<file path="config.mk">
export PLATFORM = sky130hd
export DESIGN_NAME = sel_code_driver
export DESIGN_NICKNAME = d
export VERILOG_FILES = /design/src/rtl/sel_code_driver.sv
export SDC_FILE = /design/constraint.sdc
export NUM_CORES = 1
export LEC_CHECK = 0
export BUFFER_PORTS_ARGS = -buffer_cell sky130_fd_sc_hd__buf_2
export CAP_MARGIN = 20
export CORE_AREA = 2 2 109 111
export DETAILED_ROUTE_END_ITERATION = 10
export DIE_AREA = 0 0 111 113
export GPL_ROUTABILITY_DRIVEN = 0
export GPL_TIMING_DRIVEN = 0
export PLACE_DENSITY_LB_ADDON = 0.05
export SLEW_MARGIN = 15
export SYNTH_ARGS = -nofsm -noshare
export SYNTH_HDL_FRONTEND = slang
export SYNTH_SLANG_ARGS = --single-unit
export TNS_END_PERCENT = 50
</file>
<file path="constraint.sdc">
create_clock -name clk -period 12.6 [get_ports clk]
set_input_delay 0 -clock clk [delete_from_list [all_inputs] [get_ports clk]]
set_output_delay 0 -clock clk [all_outputs]
set_load 0.005 [all_outputs]
</file>
<file path="src/rtl/sel_code_driver.sv">
// Round-robin arbiter driving the select bus of a 4-way data-path mux.
// Grants are held for a programmable dwell and followed by a one-cycle idle gap.
module sel_code_driver #(
    parameter int SEL_W   = 260,
    parameter int DWELL_W = 8
) (
    input  logic               clk,
    input  logic               rst,
    input  logic [3:0]         req,
    input  logic [DWELL_W-1:0] dwell,
    output logic [SEL_W-1:0]   sel,
    output logic               sel_valid,
    output logic [3:0]         grant,
    output logic               done,
    output logic               abort
);

    typedef enum logic [1:0] {
        IDLE = 2'd0,
        HOLD = 2'd1,
        GAP  = 2'd2
    } state_t;

    state_t             state, state_d;
    logic [1:0]         ch, ch_d;
    logic [1:0]         ptr, ptr_d;
    logic [DWELL_W-1:0] cnt, cnt_d;
    logic [SEL_W-1:0]   sel_d;
    logic               sel_valid_d;
    logic [3:0]         grant_d;
    logic               done_d;
    logic               abort_d;
    logic               found;
    logic [1:0]         idx;

    function automatic logic [SEL_W-1:0] ch_code(input logic [1:0] c);
        case (c)
            2'd0:    ch_code = '0;
            2'd1:    ch_code = {{(SEL_W-4){1'b0}}, 4'hF};
            2'd2:    ch_code = {{(SEL_W-8){1'b0}}, 8'hFF};
            default: ch_code = {{(SEL_W-16){1'b0}}, 16'hFFFF};
        endcase
    endfunction

    always_comb begin
        state_d = state;
        ch_d    = ch;
        ptr_d   = ptr;
        cnt_d   = cnt;
        done_d  = 1'b0;
        abort_d = 1'b0;
        found   = 1'b0;
        idx     = '0;

        case (state)
            IDLE: begin
                for (int unsigned i = 0; i < 4; i++) begin
                    idx = ptr + 2'(i);
                    if (!found && req[idx]) begin
                        found = 1'b1;
                        ch_d  = idx;
                    end
                end
                if (found) begin
                    cnt_d   = (dwell == '0) ? DWELL_W'(1) : dwell;
                    ptr_d   = ch_d + 2'd1;
                    state_d = HOLD;
                end
            end
            HOLD: begin
                cnt_d = cnt - DWELL_W'(1);
                // A dropped request wins over dwell expiry in the same cycle.
                if (!req[ch]) begin
                    state_d = GAP;
                    abort_d = 1'b1;
                end else if (cnt == DWELL_W'(1)) begin
                    state_d = GAP;
                    done_d  = 1'b1;
                end
            end
            GAP: begin
                state_d = IDLE;
            end
            default: begin
                state_d = IDLE;
            end
        endcase

        // Outputs are decoded from the next state so they land in registers.
        sel_valid_d = (state_d == HOLD);
        grant_d     = sel_valid_d ? (4'b0001 << ch_d) : '0;
        sel_d       = sel_valid_d ? ch_code(ch_d) : '1;
    end

    always_ff @(posedge clk) begin
        if (rst) begin
            state     <= IDLE;
            ch        <= '0;
            ptr       <= '0;
            cnt       <= '0;
            sel       <= '1;
            sel_valid <= 1'b0;
            grant     <= '0;
            done      <= 1'b0;
            abort     <= 1'b0;
        end else begin
            state     <= state_d;
            ch        <= ch_d;
            ptr       <= ptr_d;
            cnt       <= cnt_d;
            sel       <= sel_d;
            sel_valid <= sel_valid_d;
            grant     <= grant_d;
            done      <= done_d;
            abort     <= abort_d;
        end
    end

endmodule

</file>
# ---- Word-level counts from Yosys, hierarchy flattened
# Index checks and enable logic that the tools add are counted.
dict set report classes {
  n_mux 34
  add_sub_neg 5
  shift 1
  n_lt_le_gt_ge 5
  n_reduce_logical 15
  bitwise 3
  n_eq_ne 6
}
# cell count
set op_table {}
lappend op_table {{one-hot mux 16 bit (3 select lines)} 1}
lappend op_table {{two-way mux 2 bit} 9}
lappend op_table {{two-way mux 8 bit} 2}
lappend op_table {{one-hot mux 8 bit (2 select lines)} 1}
lappend op_table {{< comparator 2 x 3 -> 1 bit (second input constant)} 5}
lappend op_table {{two-way mux 1 bit} 15}
lappend op_table {{binary-select mux 1 bit (select 2 bit)} 5}
lappend op_table {{== test 8 x 1 -> 1 bit (second input constant)} 1}
lappend op_table {{zero test 8 bit} 1}
lappend op_table {{subtractor 8 x 1 -> 8 bit (second input constant)} 1}
lappend op_table {{== test 2 x 1 -> 1 bit (second input constant)} 3}
lappend op_table {{adder 2 x 1 -> 2 bit (second input constant)} 2}
lappend op_table {{adder 2 bit (second input constant)} 2}
lappend op_table {{zero test 2 bit} 2}
lappend op_table {{one-hot mux 2 bit (2 select lines)} 1}
lappend op_table {{AND reduction 2 bit} 2}
lappend op_table {{OR reduction 2 bit} 2}
lappend op_table {{left shift 1 x 2 -> 4 bit (first input constant)} 1}
lappend op_table {{logical AND 1 bit} 3}
lappend op_table {{zero test 1 bit} 3}
lappend op_table {{NOT 1 bit} 3}
lappend op_table {{OR reduction 3 bit} 1}
lappend op_table {{== test 2 bit (second input constant)} 1}
lappend op_table {{!= test 2 bit (second input constant)} 1}
lappend op_table {{nonzero test 2 bit} 1}
dict set report word_totals {
  wordCells 78
  out_inout_bits 267
  ff_bits 281
  input_bits 14
}

# ---- Logic depth before layout (Yosys ltp)
# Gate-level depths: netlist (run 1).
dict set report logic_depth {
  word_depth 21
  depth_mapped 9
  depth_no_buf 8
}

# ---- Worst setup path after synthesis (run 1)
# Ideal clock, no wire load.
dict set report synth_timing {
  path_type {register to output}
  start {reg sel[258] (netlist name)}
  end {out sel[100]}
  n_path_buf 1
  setup_slack_ns 7.846
  stages_incl_launch_ff 2
  arrival_time_ns 4.754
  required_time_ns 12.600
  path_cell_list {dfxtp_1 buf_4}
}
# item line
set synth_rtl {}
lappend synth_rtl {{end, declared} 11} ;# output logic [SEL_W-1:0] sel,

# ---- Final worst setup path (run 1)
dict set report layout_timing {
  start {reg ptr[1]}
  end {reg sel[3]}
}
dict set report layout_between {
  elab_cells_between_ends 40
  classes_between {add/sub (3); eq/ne (3); mux (25); bitwise (1); reduce/logical (8)}
}
# item line
set layout_rtl {}
lappend layout_rtl {{start, declared} 26} ;# logic [1:0] ptr, ptr_d;
lappend layout_rtl {{start signal, assigned} 109} ;# ptr <= ptr_d;
lappend layout_rtl {{binary-select mux 1 bit (select 2 bit)} 59} ;# if (!found && req[idx]) begin
lappend layout_rtl {{two-way mux 1 bit (not written as such)} 59}
lappend layout_rtl {{two-way mux 1 bit} 59}
lappend layout_rtl {{two-way mux 1 bit} 55} ;# case (state)
lappend layout_rtl {{zero test 1 bit} 59}
lappend layout_rtl {{logical AND 1 bit} 59}
lappend layout_rtl {{two-way mux 1 bit} 59}
lappend layout_rtl {{two-way mux 1 bit} 55}
lappend layout_rtl {{[3 not listed]} -}
lappend layout_rtl {{two-way mux 1 bit} 55}
lappend layout_rtl {{zero test 1 bit} 59}
lappend layout_rtl {{logical AND 1 bit} 59}
lappend layout_rtl {{two-way mux 2 bit *} 59}
lappend layout_rtl {{two-way mux 2 bit * (2 in series)} 55}
lappend layout_rtl {{named net ch_d[1]} 25} ;# logic [1:0] ch, ch_d;
lappend layout_rtl {{== test 2 bit (tied with other cells)} 37} ;# case (c)
lappend layout_rtl {{one-hot mux 16 bit (3 select lines) *} 37}
lappend layout_rtl {{end signal, assigned} 111} ;# sel <= sel_d;
# The timed path passes the listed nets; every way through them passes the cells marked *. The select of a mux whose other input is x is not followed.
# A chain may end at the register's enable or synchronous reset.

==> flow_metrics.py, run 1 <==
metrics = {
    "global_routing": {
        "grt_pass1_wl_um": 15100,
        "grt_max_degree": 78,
        "track_usage_pct": 14.5,
        "antenna_found_initial": 0,
        "grt_overflow_total": 0,
        "first_global_vias": 2670,
    },
    "yosys": {
        "yosysSeqAreaShare_pct": 15.0,
        "syn_area_sq_um": 3330,
        "synth_warnings": 0,
        "synth.distinct_cells": 55,
        "synth-edff-count": 0,
        "ys_ff_latch": 25,
        "syn_avg_cell_area_sq_um": 7.88,
        "syn_inst": 422,
        "syn_nets": 440,
        "async_reset_ff_share_pct": 0,
        "ys_dominant_reg_cell": "dfxtp_1",
    },
    "routing": {
        "wire_per_inst_um": 11.9,
        "wl_um": 10100,
        "ant_nets": 0,
        "drc": 0,
        "num_vias": 3234,
        "first_iter_violations": 132,
        "dr.pass1.iters": 4,
        "drt-vias-per-instance": 3.80,
    },
    "sta": {
        "period_share_pct": 19.4,
        "drv_slew": 0,
        "hold_ws_ps": 25.7,
        "tightestPinTransition_ps": 678,
        "relSlewSlack_pct": 54.7,
        "clock_skew_ps": 1.82,
        "finalSetupViolCount": 0,
        "hold_viol_final": 0,
        "fin_crit_ps": 2450,
        "rsz0062_at_grt": "false",
        "max_freq_ghz": 0.408,
        "fin_setup_tns_ps": 0,
    },
    "final_layout": {
        "drive_gt1_share_pct": 79.3,
        "final_common_cell": "buf_2",
        "diodes": 0,
        "layout.nets": 728,
        "multiInputGateArea_sq_um": 797,
        "ff_latch_area_sq_um": 504,
        "final_cell_mix": "buf_2 (282), buf_4 (256), dfxtp_1 (24), a21oi_1 (14), nor2_1 (14)",
        "nFillCells": 1170,
        "area_growth_syn_to_layout_pct": 52.3,
    },
    "die": {
        "coreArea_sq_um": 11300,
        "dieArea_sq_um": 12500,
        "rows": 39,
        "die_width_um": 111,
        "die_h_um": 113,
        "ios": 281,
        "start_util_pct": 29.5,
    },
    "setup_path": {
        "crit_path_end_kind": "register",
        "cp_data_arrival_time_ps": 2590,
        "critPathMaxStageDelay_ps": 490,
        "critPathRequiredTime_ps": 12740,
        "rrSetupSlack_ps": 10150,
        "cp_slowest_cell": "dfxtp_1",
        "start_kind": "register",
        "path_max_fanout": 10,
        "critical_path_class": "reg2reg",
        "crit_chain": "buf_6 -> nand2_1 -> a211oi_1 -> a221o_1 -> a21oi_1 -> o22ai_1 -> inv_1 -> ha_1 -> or3_1",
    },
    "clock_tree": {
        "cts_tree": "done",
        "clk-insertion-delay-late_ps": 260,
        "cts_hold_buf": 1,
        "cts_sinks": 25,
        "clk_pin_slew_ps": 60,
        "cts-root-buf": "clkbuf_16",
        "cts_buffer_depth": 2,
        "ctsHtreeMaxLevel": 1,
        "cts_buffers": 3,
        "cts_resized": 0,
        "cts_setup_buffers": 0,
    },
    "flow_run": {
        "cap_viol_max_count": 0,
    },
    "min_path": {
        "holdCritPathClass": "in2reg",
    },
    "placed_design": {
        "hpwlAfterDp_um": 8480,
        "portBuffers": 279,
    },
    "power": {
        "p_per_area_nw_per_um2": 127,
        "peakVddDrop_mv": 0.0948,
        "power_mw": 0.645,
        "leakagePower_nw": 2.74,
    },
    "status": {
        "status": "completed",
    },
}
## through the flow
stage | cell area (sq um) | worst slack, ps | utilization (%) | instances
3_3_place_gp | 4900 | 6740 | 43.5 | 844
2_1_floorplan | 3330 | 7850 | - | 422
3_5_place_dp | 4970 | 10210 | 44.1 | 847
5_1_grt | 5070 | 9940 | 44.9 | 852
6_report | 5070 | 10150 | 44.9 | 852
4_1_cts | 5070 | 10180 | 44.9 | 852
## final cells by class
class / instances / share of cell area [%]
plain buffers: 266 / 39.4
clock buffers: 3 / 1.48
clock inverters: 1 / 0.148
inverters: 9 / 0.667
multi-input cells: 122 / 15.7
flip-flops and latches: 25 / 9.95
well taps: 143 / 3.53
repair buffers: 283 / 29.1
## state kept, by name (all words and copies together), names as in the netlist
name,count
sel_valid,1
cnt,8
ch,2
abort,1
ptr,2
done,1
grant,4
sel,4
state,2
## cells in the mapped netlist, types with 2 or more instances
cell type    n  area, sq um
nor4_1       3         18.8
nand2_1      9         33.8
nor3_1       8         40.0
clkbuf_1     3         11.3
a21boi_1     2         15.0
o22ai_1      2         12.5
ha_1         4         50.1
o21ai_0      7         35.0
a22oi_1      2         15.0
inv_2        3         11.3
o21bai_1     2         15.0
buf_2        3         15.0
and3_1       3         18.8
buf_4      256         1920
dfxtp_1     25          500
buf_6        3         33.8
o211ai_1     2         15.0
or3_1        4         25.0
a211oi_1     2         15.0
nand3_1      3         15.0
and2_1       2         12.5
nand2b_1     5         31.3
inv_1        6         22.5
o21ai_1      3         15.0
nor2_1      14         52.6
a21oi_1     14         70.1
nor2_2       4         25.0
## kinds of logic (layout without fill, tap and decap cells)
family | after synthesis | after routing | share of synthesized area, %
buffers and inverters | 275 | 562 | 61.0
AND/OR/NAND/NOR | 63 | 63 | 10.2
AO/OA/AOI/OAI | 50 | 50 | 9.93
flip-flops | 25 | 25 | 15.0
adder cells (fa/ha/maj) | 4 | 4 | 1.50
multiplexers | 4 | 4 | 2.11
XOR/XNOR | 1 | 1 | 0.263
## per-layer routing
metal / global-route usage (%) / routed length, um
met4: 1.42 / 61
met1: 16.5 / 3810
met5: 0 / 0
met2: 29.2 / 5660
met3: 2.52 / 608
## final timing paths
| check | start | to | depth (start not counted) |
|---|---|---|---|
| hold / removal | dwell[1] | cnt[1] | 3 |
| setup reg to reg | ptr[1] | sel[3] | 9 |
| hold reg to reg | cnt[7] | cnt[7] | 2 |
| setup / recovery | ptr[1] | sel[3] | 9 |
## power by group
group,switching [mW],internal [mW],total [mW]
Combinational,0.179,0.281,0.460
Clock,0.0277,0.0430,0.0707
Sequential,0.0211,0.0935,0.115
Total,0.228,0.417,0.645
## worst max-delay path, delay by kind of cell, from the launching register on
family / cells / cell delay, ps
flip-flops: 1 / 490
buffers and inverters: 2 / 320
AND/OR/NAND/NOR: 2 / 400
adder cells (fa/ha/maj): 1 / 310
AO/OA/AOI/OAI: 4 / 800
(Power assumes the default switching activity.)
==> run 2: changes to the inputs <==
--- a/config.mk
+++ b/config.mk
@@ -5,11 +5,12 @@
 export SDC_FILE = /design/constraint.sdc
 export NUM_CORES = 1
 export LEC_CHECK = 0
+export ABC_AREA = 1
 export BUFFER_PORTS_ARGS = -buffer_cell sky130_fd_sc_hd__buf_2
 export CAP_MARGIN = 20
-export CORE_AREA = 2 2 109 111
+export CORE_AREA = 2 2 108 110
 export DETAILED_ROUTE_END_ITERATION = 10
-export DIE_AREA = 0 0 111 113
+export DIE_AREA = 0 0 110 112
 export GPL_ROUTABILITY_DRIVEN = 0
 export GPL_TIMING_DRIVEN = 0
 export PLACE_DENSITY_LB_ADDON = 0.05
==> constraint.sdc (replaced) <==
create_clock -name clk -period 2.56 [get_ports clk]
set_input_delay 0 -clock clk [delete_from_list [all_inputs] [get_ports clk]]
set_output_delay 0 -clock clk [all_outputs]
set_load 0.005 [all_outputs]
==> run 2 against run 1 <==
- cell count grew 7.9%
- maximum frequency grew 8.7%
- total power grew to 11 times the previous value
- sequential cell count is the same
- design area grew 2.0%
- largest power group unchanged
==> flow_metrics.py, run 2 <==
metrics = {
    "final_layout": {
        "diodes": 0,
        "area_growth_syn_to_layout_pct": 50.0,
        "largest_reg_flops": 8,
        "reg_top3": "cnt x8, grant x4, sel x4",
        "layout.nets": 795,
        "final_cell_mix": "buf_2 (279), buf_4 (257), nand2_1 (75), inv_1 (25), dfxtp_1 (24)",
        "final_common_cell": "buf_2",
        "drive_gt1_share_pct": 73.8,
        "regMostFlops": "cnt",
        "nFillCells": 1184,
        "layout.cells.non_filler": 919,
    },
    "die": {
        "ios": 281,
        "dieArea_sq_um": 12300,
        "start_util_pct": 30.8,
        "die_width_um": 110,
        "rows": 39,
        "coreArea_sq_um": 11200,
        "die_h_um": 112,
    },
    "yosys": {
        "synth_most_common_cell": "buf_4",
        "synthTopCellsByCount": "buf_4 (257), nand2_1 (75), dfxtp_1 (25), inv_1 (25), nor2_1 (20)",
        "synth_top_area_cell": "buf_4",
        "async_reset_ff_share_pct": 0,
        "syn_avg_cell_area_sq_um": 7.03,
        "synth-edff-count": 0,
        "ys_dominant_reg_cell": "dfxtp_1",
        "synthTopCellsByArea": "buf_4 (56%), dfxtp_1 (15%), nand2_1 (8.2%)",
        "synth_top_area_share_pct": 56.0,
        "syn_inst": 490,
        "syn_nets": 508,
        "yosysSeqAreaShare_pct": 14.5,
        "syn_area_sq_um": 3440,
        "synth.distinct_cells": 30,
        "ys_ff_latch": 25,
        "synth_warnings": 0,
    },
    "setup_path": {
        "critPathRequiredTime_ps": 2720,
        "crit_chain": "inv_2 -> nand2_1 -> nand2_2 -> nand2_1 -> nand2_2 -> nor2_4 -> nand2_1 -> nor2_1 -> a21oi_2 -> nand2_1 -> nand2_1 -> ha_1 -> nor2_4 -> inv_2 -> or2_1",
        "rrSetupSlack_ps": 310,
        "critPathMaxStageDelay_ps": 430,
        "cpMostUsedCell": "nand2_1",
        "cp_data_arrival_time_ps": 2410,
        "worst_r2r_path_depth": 15,
        "r2r_end": "sel[3]",
        "r2r-start": "ptr[1]",
        "path_max_fanout": 6,
        "start_kind": "register",
        "cp_slowest_cell": "dfxtp_1",
        "crit_path_end_kind": "register",
        "critical_path_class": "reg2reg",
    },
    "sta": {
        "max_freq_ghz": 0.444,
        "clock_skew_ps": 3.34,
        "period_share_pct": 88.0,
        "drv_slew": 0,
        "worst_slack_ps": 307,
        "hold_viol_final": 0,
        "finalSetupViolCount": 0,
        "fin_setup_tns_ps": 0,
        "rsz0062_at_grt": "false",
        "tightestPinTransition_ps": 621,
        "relSlewSlack_pct": 58.5,
        "fin_crit_ps": 2250,
    },
    "min_path": {
        "min_from": "dwell[5]",
        "whs_path_depth": 3,
        "holdCritPathClass": "in2reg",
        "whs_endpoint": "cnt[5]",
    },
    "global_routing": {
        "grt_overflow_total": 0,
        "first_global_vias": 2599,
        "grt_pass1_wl_um": 14500,
        "antenna_found_initial": 0,
        "track_usage_pct": 14.7,
        "grt_max_degree": 70,
    },
    "power": {
        "leakagePower_nw": 2.96,
        "p_per_area_nw_per_um2": 1420,
        "peakVddDrop_mv": 0.585,
    },
    "clock_tree": {
        "cts_hold_buf": 0,
        "clk_pin_slew_ps": 70,
        "cts_tree": "done",
        "clk-insertion-delay-late_ps": 270,
        "cts_setup_buffers": 0,
        "ctsHtreeMaxLevel": 1,
        "cts_buffer_depth": 2,
        "cts_resized": 0,
        "cts_buffers": 3,
        "cts_sinks": 25,
        "cts-root-buf": "clkbuf_16",
    },
    "routing": {
        "wl_um": 10100,
        "ant_nets": 0,
        "num_vias": 3405,
        "drt-vias-per-instance": 3.71,
        "wire_per_inst_um": 11.0,
        "dr.pass1.iters": 4,
        "drc": 0,
        "first_iter_violations": 126,
    },
    "flow_run": {
        "cap_viol_max_count": 0,
    },
    "placed_design": {
        "portBuffers": 279,
        "dp_cells": 915,
        "hpwlAfterDp_um": 8580,
        "post-place-ws_ps": 320,
    },
    "status": {
        "status": "completed",
    },
}
==> run 2: changes by cell type in the layout (fill, tap and decap cells not counted), moves of 4 or more <==
cell | previous run | this run
inv_1 | 6 | 25
inv_2 | 3 | 7
nand2_1 | 9 | 75
nand2_2 | 0 | 10
nand2b_1 | 5 | 0
nand3_1 | 3 | 16
nor2_1 | 14 | 20
nor2_2 | 4 | 0
nor3_1 | 8 | 2
or3_1 | 4 | 0
==> run 2: layout make-up <==
class / count / area [sq um] / area share [%]
plain buffers: 259 / 1940 / 37.6
repair buffers: 282 / 1460 / 28.2
multi-input cells: 174 / 878 / 17.0
flip-flops and latches: 25 / 504 / 9.76
well taps: 143 / 179 / 3.46
inverters: 32 / 120 / 2.33
clock buffers: 3 / 75.1 / 1.45
clock inverters: 1 / 8.76 / 0.170
==> run 2: power by group <==
group / internal [mW] / switching (mW) / total, mW
clock: 0.216 / 0.155 / 0.372
sequential: 0.546 / 0.199 / 0.746
combinational: 3.64 / 2.59 / 6.23
==> run 2: worst max-delay path: cells and delay by family, from the launching register on <==
kind | cells | cell delay (ps)
AOI/OAI and AO/OA | 1 | 60
DFF | 1 | 430
adders and majority gates | 1 | 230
and+or+nand+nor | 11 | 1250
buffers and inverters | 2 | 150
==> run 2: routing by layer <==
layer | wire [um] | global-route usage (%) | up-vias
met5 | 0 | 0 | -
met4 | 94 | 2.95 | 0
met3 | 695 | 1.93 | 7
met2 | 5560 | 28.4 | 114
met1 | 3790 | 16.7 | 1458
li1 | - | - | 1826
==> run 2: cells by family after synthesis <==
kind of cell,count (synthesis),synth area share (%)
compound gates,34,5.89
buf+inv,291,60.0
fa+ha+maj,4,1.45
xor+xnor,1,0.254
simple gates,135,17.9
flops,25,14.5
==> run 2: how the worst max path moves through the flow <==
stage	startpoint	to	slack, ps	cells past startpoint
6_report	ptr[1]	sel[3]	310	15
5_1_grt	ptr[1]	sel[3]	100	15
4_1_cts	ptr[1]	sel[3]	300	15
3_5_place_dp	ptr[1]	sel[3]	320	15
3_3_place_gp	ptr[0]	sel[7]	350	14
2_1_floorplan	ptr[0]	sel[3]	590	16
==> run 2: through the flow <==
step           power, mW  util, %  hold slack [ps]  cell area [sq um]
6_report            7.35     46.2             7.62               5170
2_1_floorplan       4.93        -              161               3450
3_3_place_gp        7.32     44.9              292               5020
5_1_grt             8.04     46.2             22.9               5170
4_1_cts             7.48     46.2             7.50               5170
3_5_place_dp        7.09     45.5              289               5080
